## src/rtl/mirror_arb_pkg.sv

```systemverilog
// Shared types and constants for the register-mirror bus arbiter.
package mirror_arb_pkg;

    typedef enum logic [2:0] {
        ST_IDLE    = 3'd0,
        ST_ACCESS  = 3'd1,
        ST_RESP    = 3'd2,
        ST_WB_ERR  = 3'd3,
        ST_WB_DONE = 3'd4
    } arb_state_e;

    typedef enum logic {
        GNT_HOST = 1'b0,
        GNT_WB   = 1'b1
    } arb_gnt_e;

    localparam int TMO_CNT_W = 8;

    // Wide enough for any supported DATA_WIDTH; sliced at the use site.
    localparam logic [127:0] RD_ERR_WORD = '1;

endpackage

```

## src/rtl/mirror_arb_rr2.sv

```systemverilog
// Two-way round-robin picker; last_grant is remembered only when i_upd is high.
module mirror_arb_rr2
    import mirror_arb_pkg::*;
(
    input  logic     clk_i,
    input  logic     rst_i,
    input  logic     i_req_host,
    input  logic     i_req_wb,
    input  logic     i_upd,
    output arb_gnt_e o_gnt,
    output logic     o_vld
);

    arb_gnt_e r_last;

    always_comb begin
        o_vld = i_req_host | i_req_wb;
        if (i_req_host && i_req_wb)
            o_gnt = (r_last == GNT_WB) ? GNT_HOST : GNT_WB;
        else if (i_req_wb)
            o_gnt = GNT_WB;
        else
            o_gnt = GNT_HOST;
    end

    // Reset to WB so the host wins the first tie.
    always_ff @(posedge clk_i) begin
        if (rst_i)
            r_last <= GNT_WB;
        else if (i_upd && o_vld)
            r_last <= o_gnt;
    end

endmodule

```

## src/rtl/mirror_bus_arbiter.sv

```systemverilog
// Arbitrates the host bus and the TWI Wishbone master onto one register port.
// Optional register-ack watchdog: define MIRROR_ARB_TIMEOUT_EN.
module mirror_bus_arbiter
    import mirror_arb_pkg::*;
#(
    parameter int ADDR_WIDTH     = 4,
    parameter int DATA_WIDTH     = 32,
    parameter int WB_ADDR_WIDTH  = 32,
    parameter int TIMEOUT_CYCLES = 255
) (
    input  logic                    clk_i,
    input  logic                    rst_i,
    input  logic                    host_wren_i,
    input  logic                    host_rden_i,
    input  logic [ADDR_WIDTH-1:0]   host_addr_i,
    input  logic [DATA_WIDTH-1:0]   host_data_i,
    output logic [DATA_WIDTH-1:0]   host_data_o,
    output logic                    host_ack_o,
    output logic                    host_overrun_o,
    input  logic                    wb_cyc_i,
    input  logic                    wb_stb_i,
    input  logic                    wb_we_i,
    input  logic [WB_ADDR_WIDTH-1:0] wb_adr_i,
    input  logic [DATA_WIDTH-1:0]   wb_dat_i,
    input  logic [DATA_WIDTH/8-1:0] wb_sel_i,
    output logic [DATA_WIDTH-1:0]   wb_dat_o,
    output logic                    wb_ack_o,
    output logic                    wb_err_o,
    output logic                    reg_wr_o,
    output logic                    reg_rd_o,
    output logic [ADDR_WIDTH-1:0]   reg_addr_o,
    output logic [DATA_WIDTH-1:0]   reg_wdata_o,
    output logic [DATA_WIDTH/8-1:0] reg_be_o,
    input  logic [DATA_WIDTH-1:0]   reg_rdata_i,
    input  logic                    reg_ack_i
);

    localparam int BE_W = DATA_WIDTH / 8;

    arb_state_e            r_state;
    arb_gnt_e              r_gnt;
    logic                  r_hpend, r_hwe;
    logic [ADDR_WIDTH-1:0] r_haddr;
    logic [DATA_WIDTH-1:0] r_hdata;
    logic                  r_strobe, r_we, r_abort, r_zack;
    logic [ADDR_WIDTH-1:0] r_addr;
    logic [DATA_WIDTH-1:0] r_wdata;
    logic [BE_W-1:0]       r_be;
    logic [DATA_WIDTH-1:0] r_host_rdata, r_wb_rdata;

    logic                  w_host_pulse, w_host_done, w_host_req, w_host_we;
    logic [ADDR_WIDTH-1:0] w_host_addr;
    logic [DATA_WIDTH-1:0] w_host_wdat;
    logic                  w_wb_req, w_wb_oor, w_idle, w_vld, w_ack_ok;
    logic [ADDR_WIDTH-1:0] w_wb_addr;
    arb_gnt_e              w_gnt;
    logic                  w_unused;

    assign w_host_pulse = host_wren_i | host_rden_i;
    assign w_host_done  = (r_state == ST_RESP) && (r_gnt == GNT_HOST);
    assign w_host_req   = r_hpend | w_host_pulse;
    // A fresh pulse is serviced straight from the bus; write beats read.
    assign w_host_we    = r_hpend ? r_hwe   : host_wren_i;
    assign w_host_addr  = r_hpend ? r_haddr : host_addr_i;
    assign w_host_wdat  = r_hpend ? r_hdata : host_data_i;

    assign w_wb_req  = wb_cyc_i & wb_stb_i;
    assign w_wb_oor  = |wb_adr_i[WB_ADDR_WIDTH-1:ADDR_WIDTH+2];
    assign w_wb_addr = wb_adr_i[ADDR_WIDTH+1:2];
    assign w_idle    = (r_state == ST_IDLE);
    assign w_ack_ok  = !r_strobe && reg_ack_i;
    assign w_unused  = ^{wb_adr_i[1:0], TIMEOUT_CYCLES[0]};

    mirror_arb_rr2 u_rr2 (
        .clk_i      (clk_i),
        .rst_i      (rst_i),
        .i_req_host (w_host_req),
        .i_req_wb   (w_wb_req),
        .i_upd      (w_idle),
        .o_gnt      (w_gnt),
        .o_vld      (w_vld)
    );

    always_ff @(posedge clk_i) begin
        if (rst_i) begin
            r_hpend <= 1'b0;
            r_hwe   <= 1'b0;
            r_haddr <= '0;
            r_hdata <= '0;
        end else if (w_host_pulse && (!r_hpend || w_host_done)) begin
            r_hpend <= 1'b1;
            r_hwe   <= host_wren_i;
            r_haddr <= host_addr_i;
            r_hdata <= host_data_i;
        end else if (w_host_done) begin
            r_hpend <= 1'b0;
        end
    end

`ifdef MIRROR_ARB_TIMEOUT_EN
    logic [TMO_CNT_W-1:0] r_cnt;
    logic                 w_tmo;
    assign w_tmo = (r_cnt == TMO_CNT_W'(TIMEOUT_CYCLES - 1));

    always_ff @(posedge clk_i) begin
        if (rst_i || w_idle)
            r_cnt <= '0;
        else if (r_state == ST_ACCESS)
            r_cnt <= r_cnt + 1'b1;
    end
`endif

    always_ff @(posedge clk_i) begin
        if (rst_i) begin
            r_state      <= ST_IDLE;
            r_gnt        <= GNT_HOST;
            r_strobe     <= 1'b0;
            r_we         <= 1'b0;
            r_abort      <= 1'b0;
            r_zack       <= 1'b0;
            r_addr       <= '0;
            r_wdata      <= '0;
            r_be         <= '0;
            r_host_rdata <= '0;
            r_wb_rdata   <= '0;
        end else begin
            r_strobe <= 1'b0;
            case (r_state)
                ST_IDLE: begin
                    if (w_vld) begin
                        r_gnt   <= w_gnt;
                        r_abort <= 1'b0;
                        r_zack  <= 1'b0;
                        if (w_gnt == GNT_HOST) begin
                            r_state  <= ST_ACCESS;
                            r_strobe <= 1'b1;
                            r_we     <= w_host_we;
                            r_addr   <= w_host_addr;
                            r_wdata  <= w_host_wdat;
                            r_be     <= '1;
                        end else if (w_wb_oor) begin
                            r_state <= ST_WB_ERR;
                        end else if (wb_we_i && (wb_sel_i == '0)) begin
                            r_state    <= ST_WB_DONE;
                            r_zack     <= 1'b1;
                            r_wb_rdata <= '0;
                        end else begin
                            r_state  <= ST_ACCESS;
                            r_strobe <= 1'b1;
                            r_we     <= wb_we_i;
                            r_addr   <= w_wb_addr;
                            r_wdata  <= wb_dat_i;
                            r_be     <= wb_sel_i;
                        end
                    end
                end
                ST_ACCESS: begin
                    if (r_gnt == GNT_WB && !wb_cyc_i)
                        r_abort <= 1'b1;
                    if (w_ack_ok) begin
                        r_state <= ST_RESP;
                        if (r_gnt == GNT_HOST)
                            r_host_rdata <= r_we ? '0 : reg_rdata_i;
                        else
                            r_wb_rdata   <= r_we ? '0 : reg_rdata_i;
                    end
`ifdef MIRROR_ARB_TIMEOUT_EN
                    else if (w_tmo) begin
                        if (r_gnt == GNT_HOST) begin
                            r_state      <= ST_RESP;
                            r_host_rdata <= RD_ERR_WORD[DATA_WIDTH-1:0];
                        end else begin
                            r_state <= ST_WB_ERR;
                        end
                    end
`endif
                end
                ST_RESP:    r_state <= (r_gnt == GNT_HOST) ? ST_IDLE : ST_WB_DONE;
                ST_WB_ERR:  r_state <= ST_WB_DONE;
                ST_WB_DONE: begin
                    r_state <= ST_IDLE;
                    r_zack  <= 1'b0;
                end
                default:    r_state <= ST_IDLE;
            endcase
        end
    end

    assign host_ack_o     = w_host_done;
    assign host_data_o    = r_host_rdata;
    assign host_overrun_o = w_host_pulse & r_hpend & ~w_host_done;
    assign wb_dat_o       = r_wb_rdata;
    // An aborted WB cycle still finishes on the register port but gets no response.
    assign wb_ack_o       = ((r_state == ST_RESP) && (r_gnt == GNT_WB) && !r_abort)
                          || ((r_state == ST_WB_DONE) && r_zack);
    assign wb_err_o       = (r_state == ST_WB_ERR) && !r_abort;
    assign reg_wr_o       = r_strobe & r_we;
    assign reg_rd_o       = r_strobe & ~r_we;
    assign reg_addr_o     = r_addr;
    assign reg_wdata_o    = r_wdata;
    assign reg_be_o       = r_be;

endmodule

```

## config.mk

```make
export PLATFORM = sky130hd
export DESIGN_NAME = mirror_bus_arbiter
export DESIGN_NICKNAME = d
export VERILOG_FILES = /design/src/rtl/mirror_arb_pkg.sv /design/src/rtl/mirror_arb_rr2.sv /design/src/rtl/mirror_bus_arbiter.sv
export SDC_FILE = /design/constraint.sdc
export NUM_CORES = 1
export LEC_CHECK = 0
export ABC_AREA = 1
export BUFFER_PORTS_ARGS = -buffer_cell sky130_fd_sc_hd__clkbuf_2
export CAP_MARGIN = 0
export CELL_PAD_IN_SITES_DETAIL_PLACEMENT = 1
export CELL_PAD_IN_SITES_GLOBAL_PLACEMENT = 1
export CORE_UTILIZATION = 34
export DETAILED_ROUTE_END_ITERATION = 10
export PLACE_DENSITY = 0.79
export SYNTH_ARGS = -nofsm -noshare
export SYNTH_HDL_FRONTEND = slang
export SYNTH_SLANG_ARGS = --single-unit
```

## constraint.sdc

```tcl
create_clock -name clk_i -period 1.66 [get_ports clk_i]
set_clock_uncertainty 0.05 [all_clocks]
set_input_delay 0.166 -clock clk_i [delete_from_list [all_inputs] [get_ports clk_i]]
set_output_delay 0.166 -clock clk_i [all_outputs]
set_load 0.03 [all_outputs]
```

==> results.sh, run 1 <==
export IMPL_io_pins=254
export IMPL_gr_total_overflow=0
export IMPL_place_hpwl_mm=16.4
export IMPL_gp_congestion=0.786
export IMPL_gr_usage_met3=0.0510
export IMPL_tightestPinTransition_ns=0.420
export IMPL_synth_cell_types=27
export IMPL_rsz0062_at_grt="true"
export IMPL_cts_num_sinks=151
export IMPL_internal_power_mw=9.00
export IMPL_synth_area_um2=6900
export IMPL_ys_top_cells_by_area="dfxtp_1, nand2_1, a21oi_1"
export IMPL_maxCapViolCount=0
export IMPL_core_area_um2=19700
export IMPL_vias=8581
export IMPL_nets=1488
export IMPL_antenna_found_initial=1
export IMPL_yosys_mux_area_fraction=0
export IMPL_die_width_um=144
export IMPL_worst_slack_ns=-0.181
export IMPL_cp_required_ns=1.95
export IMPL_synth_edf_count=0
export IMPL_timing_slew_headroom=0.719
export IMPL_drive_gt1_frac=0.338
export IMPL_fmax_ghz=0.543
export IMPL_cts_tree="done"
export IMPL_grtUsageTotal=0.264
export IMPL_ys_warn_count=0
export IMPL_grt_max_degree=73
export IMPL_finalSetupTns_ns=-5.90
export IMPL_sw_frac_of_total=0.397
export IMPL_cp_arrival_ns=2.13
export IMPL_status="finished with violations"
export IMPL_synth_top_cell_by_area="dfxtp_1"
export IMPL_cts_buffer_depth=2
export IMPL_finalWirelength_mm=32.6
export IMPL_place_area_um2=8550
export IMPL_numPortBuffers=251
export IMPL_grtUsageMet1=0.305
export IMPL_hold_viol_final=0
export IMPL_async_flop_share=0
export IMPL_path_class="reg2reg"
export IMPL_dr_pass1_iters=7
export IMPL_avgViaCountPerCell=5.28
export IMPL_grt_pass1_vias=8258
export IMPL_ant_nets=0
export IMPL_worstPathMaxFanout=8
export IMPL_synth_seq_cells=151
export IMPL_powerDensity_nw_per_um2=1380
export IMPL_yosys_most_used_dff="dfxtp_1"
export IMPL_grt_first_pass_wirelength_mm=42.4
export IMPL_synthXorXnorAreaFrac=0
export IMPL_fp_dieH_um=144
export IMPL_combPwrFrac=0.429
export IMPL_clock_power_share=0.267
export IMPL_synth_compound_area_frac=0.175
export IMPL_root_buffer="clkbuf_16"
export IMPL_drt_iter0_drc=460
export IMPL_cts_buffers=17
export IMPL_p_leak_nw=5.08
export IMPL_finalCritPeriodShare=1.11
export IMPL_clkTransAtPathRegs_ns=0.06
export IMPL_area_growth_pct=57.3
export IMPL_busiest_layer="met2"
export IMPL_start_util=0.351
export IMPL_clock_latency_ns=0.43
export IMPL_die_area_um2=20900
export IMPL_num_rows=51
export IMPL_stdcell_area_um2=10800
export IMPL_setup_viol=75
export IMPL_min_path_type="in2reg"
export IMPL_end_kind="flop"
export IMPL_crit_path_start_kind="flop"
export IMPL_p_seq_frac=0.304
export IMPL_netlist_area_leader_share=0.438
export IMPL_maxSlewViolCount=0
export IMPL_syn_nets=1176
export IMPL_peakVddDrop_v=0.000697
export IMPL_synth_top_family_by_area="simple AND/OR/NAND/NOR gates"
export IMPL_globalRouteMet2Util=0.467
export IMPL_syn_avg_cell_area_um2=6.68
export IMPL_fillers=2512
export IMPL_ys_seq_area_frac=0.438
export IMPL_violations="negative setup slack"
export IMPL_synth_adder_area_share=0
export IMPL_synthSimpleGateAreaFrac=0.298
export IMPL_switching_power_mw=5.93
export IMPL_h_tree_depth=4
export IMPL_syn_inst=1032
export IMPL_wire_per_inst_um=20.1
export IMPL_drc=0
export IMPL_min_period_ns=1.84
critical path, stage by stage (launching register included):
cell	delay [ns]
dfxtp_4	0.37
inv_4	0.08
nand3_4	0.12
nand2_2	0.12
o21ai_2	0.08
nor3_4	0.22
buf_12	0.20
buf_6	0.12
buf_8	0.12
a21oi_1	0.08
nor2_1	0.19
cells by family after synthesis:
group | after synthesis
AOI/OAI and AO/OA | 239
and+or+nand+nor | 496
buffers and inverters | 146
DFF | 151
sequential cells by signal, indices dropped and copies added (netlist names), 3 cells and up:
| signal | cells |
|---|---|
| reg_wdata_o | 32 |
| reg_addr_o | 4 |
| host_data_o | 32 |
| r_state | 3 |
| wb_dat_o | 32 |
| r_haddr | 4 |
| r_hdata | 32 |
| reg_be_o | 4 |
synthesized netlist by cell type, types with 2 or more instances:
cell type,number
buf_1,4
a21oi_1,135
nor2_1,110
dfxtp_1,151
o21ai_1,7
buf_4,4
o21ai_0,93
or2_2,4
buf_2,32
nand2_2,3
clkbuf_1,36
a211oi_1,2
inv_2,9
nand3_1,105
nor2_2,3
inv_1,60
nand2_1,264
area by class of cell:
class / count / area (um^2) / share of cell area
Multi-Input combinational cell: 736 / 3780 / 0.348
Sequential cell: 151 / 3040 / 0.280
Timing Repair Buffer: 369 / 2820 / 0.260
Clock buffer: 22 / 484 / 0.0446
Tap cell: 265 / 332 / 0.0306
Inverter: 69 / 272 / 0.0250
Clock inverter: 10 / 116 / 0.0107
Antenna cell: 3 / 7.51 / 0.000692
worst paths after layout:
path                                  to  depth (start not counted)  slack (ns)                   startpoint
max            wb_dat_o[20]$_SDFFE_PP0P_                         10       -0.18      r_state[2]$_SDFFE_PP0P_
min                   r_hwe$_SDFFE_PP0P_                          3       0.005                  host_wren_i
max reg2reg    wb_dat_o[20]$_SDFFE_PP0P_                         10       -0.18      r_state[2]$_SDFFE_PP0P_
min reg2reg  reg_wdata_o[0]$_SDFFE_PP0P_                          2        0.41  reg_wdata_o[0]$_SDFFE_PP0P_
metrics by stage:
step / instances / setup WS (ns) / hold slack [ns] / util / total power, mW
after floorplan: 1032 / 0.0302 / 0.259 / - / 7.39
after CTS: 1591 / -0.0874 / -0.0150 / 0.505 / 13.3
after global routing: 1623 / -0.255 / 0.0121 / 0.552 / 15.6
final: 1625 / -0.181 / 0.00488 / 0.552 / 14.9
after global placement: 1499 / 0.00723 / 0.355 / 0.435 / 8.77
after detailed placement: 1499 / -0.0486 / 0.360 / 0.435 / 8.87
layer usage:
metal,wire (um),up-vias,share of wire
li1,-,3984,-
met1,12400,4127,0.38
met2,17000,360,0.52
met3,1690,110,0.052
met4,1440,0,0.044
met5,0,-,0
cell usage in the layout (no fill, tap or decap), types with 5 or more instances in the layout:
master | Yosys | routed
inv_1 | 60 | 58
o21ai_0 | 93 | 92
nand3_2 | 1 | 24
nor2_1 | 110 | 100
dfxtp_1 | 151 | 147
nor2_4 | 0 | 6
nand3_1 | 105 | 72
buf_12 | 0 | 18
a21oi_2 | 0 | 11
clkbuf_16 | 0 | 27
o21ai_1 | 7 | 7
nand3_4 | 1 | 11
inv_2 | 9 | 6
a21oi_1 | 135 | 124
nand2_1 | 264 | 237
nand2_2 | 3 | 22
inv_4 | 0 | 5
buf_4 | 4 | 22
nor2_2 | 3 | 7
buf_6 | 1 | 9
nand2_4 | 0 | 5
clkbuf_2 | 0 | 248
dlygate4sd3_1 | 0 | 55
power by group through the flow:
| stage | sequential, mW | combinational [mW] | clock [mW] |
|---|---|---|---|
| after floorplan | 5.34 | 2.05 | 0 |
| after global placement | 4.55 | 4.22 | 0 |
| after detailed placement | 4.56 | 4.30 | 0 |
| after CTS | 4.49 | 4.80 | 4.03 |
| after global routing | 4.59 | 6.77 | 4.21 |
| final | 4.54 | 6.41 | 3.98 |
repair_timing:
item	in CTS	in global routing
endpoints found under the hold margin	56	0
hold buffers	55	0
cloned	3	13
buffers inserted	2	18
gates resized for setup	29	118
endpoints found under the setup margin	75	105
pin swaps	1	38
No activity file was read; power rests on OpenSTA's default activity.
==> inputs of run 2 (changes only) <==
--- a/config.mk
+++ b/config.mk
@@ -13,6 +13,7 @@
 export CORE_UTILIZATION = 34
 export DETAILED_ROUTE_END_ITERATION = 10
 export PLACE_DENSITY = 0.79
+export SKIP_LAST_GASP = 1
 export SYNTH_ARGS = -nofsm -noshare
 export SYNTH_HDL_FRONTEND = slang
 export SYNTH_SLANG_ARGS = --single-unit
==> run 2 against run 1 <==
Net effect:
- critical path type unchanged
- final cell count is 0.49% lower
- design area is 3.9% lower
- the run still ends with negative setup slack left
- core utilization is 2.1 points lower
- via count is 2.0% lower
- critical endpoint is now wb_dat_o[1]$_SDFFE_PP0P_
- largest power group unchanged
==> results.sh, run 2 (same netlist as run 1, synthesis figures left out) <==
export IMPL_status="finished with violations"
export IMPL_violations="negative setup slack"
export IMPL_setup_viol=70
export IMPL_timing_slew_headroom=0.759
export IMPL_root_buffer="clkbuf_16"
export IMPL_numPortBuffers=251
export IMPL_grtUsageTotal=0.262
export IMPL_maxCapViolCount=0
export IMPL_cts_buffer_depth=2
export IMPL_fp_dieH_um=144
export IMPL_min_period_ns=1.79
export IMPL_die_area_um2=20900
export IMPL_regArea_um2=3030
export IMPL_antenna_found_initial=2
export IMPL_cp_arrival_ns=2.05
export IMPL_power_mw=14.2
export IMPL_fillers=2571
export IMPL_rsz0062_at_grt="true"
export IMPL_clock_latency_ns=0.43
export IMPL_num_rows=51
export IMPL_cp_cell_sequence="nor2_4 -> nand2_1 -> nand2_2 -> nand2_4 -> nor2_4 -> nand2_2 -> nand2_4 -> buf_12 -> buf_16 -> nand3_2 -> nand2_1 -> nor2_1"
export IMPL_drc=0
export IMPL_core_area_um2=19700
export IMPL_hold_viol_final=0
export IMPL_fmax_ghz=0.559
export IMPL_drt_iter0_drc=374
export IMPL_min_path_type="in2reg"
export IMPL_nets=1481
export IMPL_cp_required_ns=1.92
export IMPL_layout_commonest_cell="nand2_1"
export IMPL_finalSetupTns_ns=-2.36
export IMPL_worst_slack_ns=-0.128
export IMPL_h_tree_depth=4
export IMPL_gp_congestion=0.786
export IMPL_powerDensity_nw_per_um2=1360
export IMPL_cts_tree="done"
export IMPL_clkTransAtPathRegs_ns=0.06
export IMPL_vias=8407
export IMPL_layout_common_cells="nand2_1, clkbuf_2, dfxtp_1, a21oi_1, nor2_1"
export IMPL_critical_path_max_stage_delay_ns=0.34
export IMPL_cts_num_sinks=151
export IMPL_fin_util=0.531
export IMPL_multi_input_area_um2=3480
export IMPL_finalWirelength_mm=30.0
export IMPL_maxSlewViolCount=0
export IMPL_place_hpwl_mm=16.4
export IMPL_fin_worst_hold_slack_ns=0.0264
export IMPL_gr_total_overflow=0
export IMPL_grt_first_pass_wirelength_mm=42.1
export IMPL_crit_buf_inv=2
export IMPL_tightestPinTransition_ns=0.361
export IMPL_start_util=0.351
export IMPL_die_width_um=144
export IMPL_end_kind="flop"
export IMPL_finalCritPeriodShare=1.08
export IMPL_grt_pass1_vias=8232
export IMPL_area_growth_pct=51.2
export IMPL_dr_pass1_iters=4
export IMPL_path_class="reg2reg"
export IMPL_cts_buffers=17
export IMPL_p_leak_nw=4.96
export IMPL_drive_gt1_frac=0.293
export IMPL_worstPathMaxFanout=7
export IMPL_crit_path_start_kind="flop"
export IMPL_ant_nets=0
export IMPL_avgViaCountPerCell=5.20
export IMPL_io_pins=254
export IMPL_peakVddDrop_v=0.000737
export IMPL_cp_slowest_cell="dfxtp_2"
export IMPL_wire_per_inst_um=18.6
export IMPL_grt_max_degree=73
export IMPL_post_place_ws_ns=-0.0486
export IMPL_crit_family="simple AND/OR/NAND/NOR gates"
==> run 2: cell count changes in the layout (fill, tap and decap cells not counted), sizes merged <==
cell	before	now
buf	56	52
clkbuf	280	277
dlygate4sd3	55	56
diode	3	2
nand2	268	267
==> run 2: what timing repair did <==
| action | in CTS | in global routing |
|---|---|---|
| hold buffers | 56 | 0 |
| gates resized for setup | 22 | 49 |
| gates cloned | 3 | 9 |
| setup endpoints to repair | 75 | 88 |
| pin swaps | 0 | 19 |
| buffers inserted | 2 | 14 |
| hold endpoints to repair | 56 | 0 |
==> run 2: per-layer routing <==
layer / wire length (um) / share of wire / track usage / vias to the layer above
met1: 11600 / 0.39 / 0.304 / 4044
li1: - / - / - / 3965
met4: 1300 / 0.043 / 0.119 / 0
met5: 0 / 0 / 0 / -
met2: 15400 / 0.51 / 0.463 / 307
met3: 1710 / 0.057 / 0.0507 / 91
==> run 2: report_power, final <==
part	internal, mW	switching (mW)	leakage [nW]
registers	4.18	0.337	1.24
clock network	2.38	1.61	0.293
logic	2.18	3.52	3.43
==> run 2: stage by stage <==
stage | instances | cell area, um^2
global placement | 1499 | 8550
global route | 1617 | 10400
floorplan | 1032 | 6900
detailed placement | 1499 | 8550
CTS | 1592 | 9910
finish | 1617 | 10400
==> run 2: worst paths after layout <==
kind | start | end | slack, ns | cells after the start
setup / recovery | r_hpend$_SDFFE_PP0P_ | wb_dat_o[1]$_SDFFE_PP0P_ | -0.13 | 12
setup reg to reg | r_hpend$_SDFFE_PP0P_ | wb_dat_o[1]$_SDFFE_PP0P_ | -0.13 | 12
hold / removal | reg_rdata_i[18] | host_data_o[18]$_SDFFE_PP0P_ | 0.03 | 3
hold reg to reg | reg_wdata_o[29]$_SDFFE_PP0P_ | reg_wdata_o[29]$_SDFFE_PP0P_ | 0.41 | 2
==> run 2: area by class of cell <==
type	count	area share
Clock buffer	22	0.0464
Clock inverter	10	0.0112
Tap cell	265	0.0318
Antenna cell	2	0.000480
Inverter	69	0.0260
Sequential cell	151	0.291
Timing Repair Buffer	363	0.260
Multi-Input combinational cell	735	0.333
==> run 2: worst reg2reg max path, stage by stage (launching register included) <==
cell	delay (ns)
dfxtp_2	0.34
nor2_4	0.12
nand2_1	0.08
nand2_2	0.08
nand2_4	0.08
nor2_4	0.17
nand2_2	0.10
nand2_4	0.16
buf_12	0.15
buf_16	0.13
nand3_2	0.08
nand2_1	0.08
nor2_1	0.06
==> inputs of run 3 (changes only) <==
--- a/config.mk
+++ b/config.mk
@@ -10,8 +10,10 @@
 export CAP_MARGIN = 0
 export CELL_PAD_IN_SITES_DETAIL_PLACEMENT = 1
 export CELL_PAD_IN_SITES_GLOBAL_PLACEMENT = 1
+export CORE_ASPECT_RATIO = 0.8
 export CORE_UTILIZATION = 34
 export DETAILED_ROUTE_END_ITERATION = 10
+export GPL_TIMING_DRIVEN = 0
 export PLACE_DENSITY = 0.79
 export SKIP_LAST_GASP = 1
 export SYNTH_ARGS = -nofsm -noshare
==> run 3 against run 2 <==
Net effect:
- the flow still finishes with violations (negative setup slack)
- sequential share of layout area down 0.82 points
- sequential cell count unchanged
- combinational power hardly changed
- total power rose by 0.99%
- via count up 0.58%
- register-to-register slack better by 0.07 ns
- core utilization increased by 1.1 points
- critical path type unchanged
==> results.sh, run 3 (same netlist as run 1, synthesis figures left out) <==
export IMPL_cp_slowest_cell="dfxtp_4"
export IMPL_cp_arrival_ns=1.96
export IMPL_switching_power_mw=5.78
export IMPL_cts_buffer_depth=2
export IMPL_area_growth_pct=55.9
export IMPL_cp_required_ns=1.90
export IMPL_maxCapViolCount=0
export IMPL_min_path_type="in2reg"
export IMPL_combPwrFrac=0.399
export IMPL_numPortBuffers=251
export IMPL_powerDensity_nw_per_um2=1340
export IMPL_violations="negative setup slack"
export IMPL_power_mw=14.4
export IMPL_clock_power_share=0.285
export IMPL_hold_viol_final=0
export IMPL_path_class="reg2reg"
export IMPL_root_buffer="clkbuf_16"
export IMPL_fillers=2587
export IMPL_drive_gt1_frac=0.337
export IMPL_dr_pass1_iters=5
export IMPL_sw_frac_of_total=0.403
export IMPL_die_width_um=161
export IMPL_p_leak_nw=5.13
export IMPL_grt_max_degree=17
export IMPL_cts_num_sinks=151
export IMPL_wire_per_inst_um=18.1
export IMPL_crit_buf_inv=3
export IMPL_vias=8456
export IMPL_antenna_found_initial=2
export IMPL_tightestPinTransition_ns=0.861
export IMPL_drt_iter0_drc=539
export IMPL_timing_slew_headroom=0.426
export IMPL_start_util=0.347
export IMPL_maxSlewViolCount=0
export IMPL_grtUsageTotal=0.271
export IMPL_grt_first_pass_wirelength_mm=43.9
export IMPL_avgViaCountPerCell=5.08
export IMPL_core_area_um2=19900
export IMPL_io_pins=254
export IMPL_peakVddDrop_v=0.000785
export IMPL_finalWirelength_mm=30.2
export IMPL_grt_pass1_vias=8493
export IMPL_fmax_ghz=0.583
export IMPL_end_kind="flop"
export IMPL_rsz0062_at_grt="true"
export IMPL_clock_latency_ns=0.43
export IMPL_status="finished with violations"
export IMPL_worstPathMaxFanout=5
export IMPL_crit_path_start_kind="flop"
export IMPL_critical_path_max_stage_delay_ns=0.37
export IMPL_layout_commonest_cell="clkbuf_2"
export IMPL_setup_viol=51
export IMPL_clkTransAtPathRegs_ns=0.07
export IMPL_gr_total_overflow=0
export IMPL_path_common_cell="nor2_4"
export IMPL_finalCritPeriodShare=1.03
export IMPL_p_seq_frac=0.316
export IMPL_min_period_ns=1.72
export IMPL_nets=1532
export IMPL_post_place_ws_ns=-0.394
export IMPL_gp_congestion=0.835
export IMPL_internal_power_mw=8.58
export IMPL_cp_cell_sequence="nor2_4 -> nand2_1 -> nand2_2 -> nand2_4 -> nor2_4 -> buf_6 -> nor2_4 -> buf_6 -> nand2_8 -> clkbuf_16 -> nand2_1 -> a21oi_1"
export IMPL_cts_tree="done"
export IMPL_crit_family="simple AND/OR/NAND/NOR gates"
export IMPL_fp_dieH_um=129
export IMPL_place_hpwl_mm=20.0
export IMPL_drc=0
export IMPL_worst_slack_ns=-0.0555
export IMPL_cts_buffers=17
export IMPL_ant_nets=0
export IMPL_layout_common_cells="clkbuf_2, nand2_1, dfxtp_1, nor2_1, nand3_1"
export IMPL_h_tree_depth=4
export IMPL_die_area_um2=20900
export IMPL_num_rows=46
-- run 3: cell types whose count changed in the layout (fill, tap and decap cells not counted), moves of 6 or more --
cell,before,now
a21oi_1,133,95
a21oi_2,2,37
clkbuf_1,1,18
buf_12,19,3
nand2_1,254,240
nand2_4,4,16
buf_8,1,11
clkbuf_2,248,258
buf_6,5,13
buf_2,0,7
clkbuf_4,0,7
nand3_2,11,5
-- run 3: power groups by stage --
stage | combinational, mW | clock, mW | sequential [mW]
final | 5.72 | 4.09 | 4.54
after global placement | 4.15 | 0 | 4.54
after floorplan | 2.05 | 0 | 5.34
after detailed placement | 4.23 | 0 | 4.55
after CTS | 4.70 | 4.15 | 4.49
after global routing | 6.12 | 4.30 | 4.60
-- run 3: layer usage --
layer / GRT usage / share of wire / vias to the layer above
met3: 0.0531 / 0.047 / 66
met5: 0 / 0 / -
met4: 0.113 / 0.032 / 0
li1: - / - / 4073
met2: 0.446 / 0.47 / 287
met1: 0.350 / 0.46 / 4030
-- run 3: timing repair --
item | 4_1_cts | 5_1_grt
gates resized for setup | 84 | 159
pin swaps | 3 | 26
hold buffers | 59 | 0
cloned | 0 | 6
endpoints found under the hold margin | 59 | 0
buffers inserted | 10 | 13
setup endpoints to repair | 139 | 112
-- run 3: cell type report --
type                       instances  area (um^2)  area share
antenna                            1         2.50    0.000233
multi-input combinational        736         3750       0.349
sequential                       151         3040       0.283
clock inverter                    15          184      0.0171
inverter                          69          284      0.0264
buffer                            76          574      0.0534
clock buffer                      17          425      0.0396
timing repair buffer             337         2160       0.201
tap                              264          330      0.0307
-- run 3: tightest hold or removal path: cells and delay by family --
family / cells / cell delay (ns)
buf+inv: 1 / 0.08
compound gates: 1 / 0.06
simple gates: 3 / 0.16
-- run 3: final timing paths --
path	end	depth (start not counted)	startpoint	slack, ns
hold reg to reg	reg_wdata_o[5]$_SDFFE_PP0P_	2	reg_wdata_o[5]$_SDFFE_PP0P_	0.41
setup reg to reg	reg_wdata_o[28]$_SDFFE_PP0P_	12	r_hpend$_SDFFE_PP0P_	-0.06
setup / recovery	reg_wdata_o[28]$_SDFFE_PP0P_	12	r_hpend$_SDFFE_PP0P_	-0.06
hold / removal	reg_wdata_o[22]$_SDFFE_PP0P_	5	wb_dat_i[22]	0.03
-- run 3: through the flow --
step            util  TNS, ns  instances  area, um^2  hold slack [ns]
4_1_cts        0.504   -0.631       1648       10000           0.0193
5_1_grt        0.541    -6.49       1666       10800           0.0188
3_5_place_dp   0.427   -27.48       1547        8480            0.359
6_report       0.541    -1.07       1666       10800           0.0259
3_3_place_gp   0.427   -22.79       1547        8480            0.358
2_1_floorplan      -        0       1032        6900            0.259
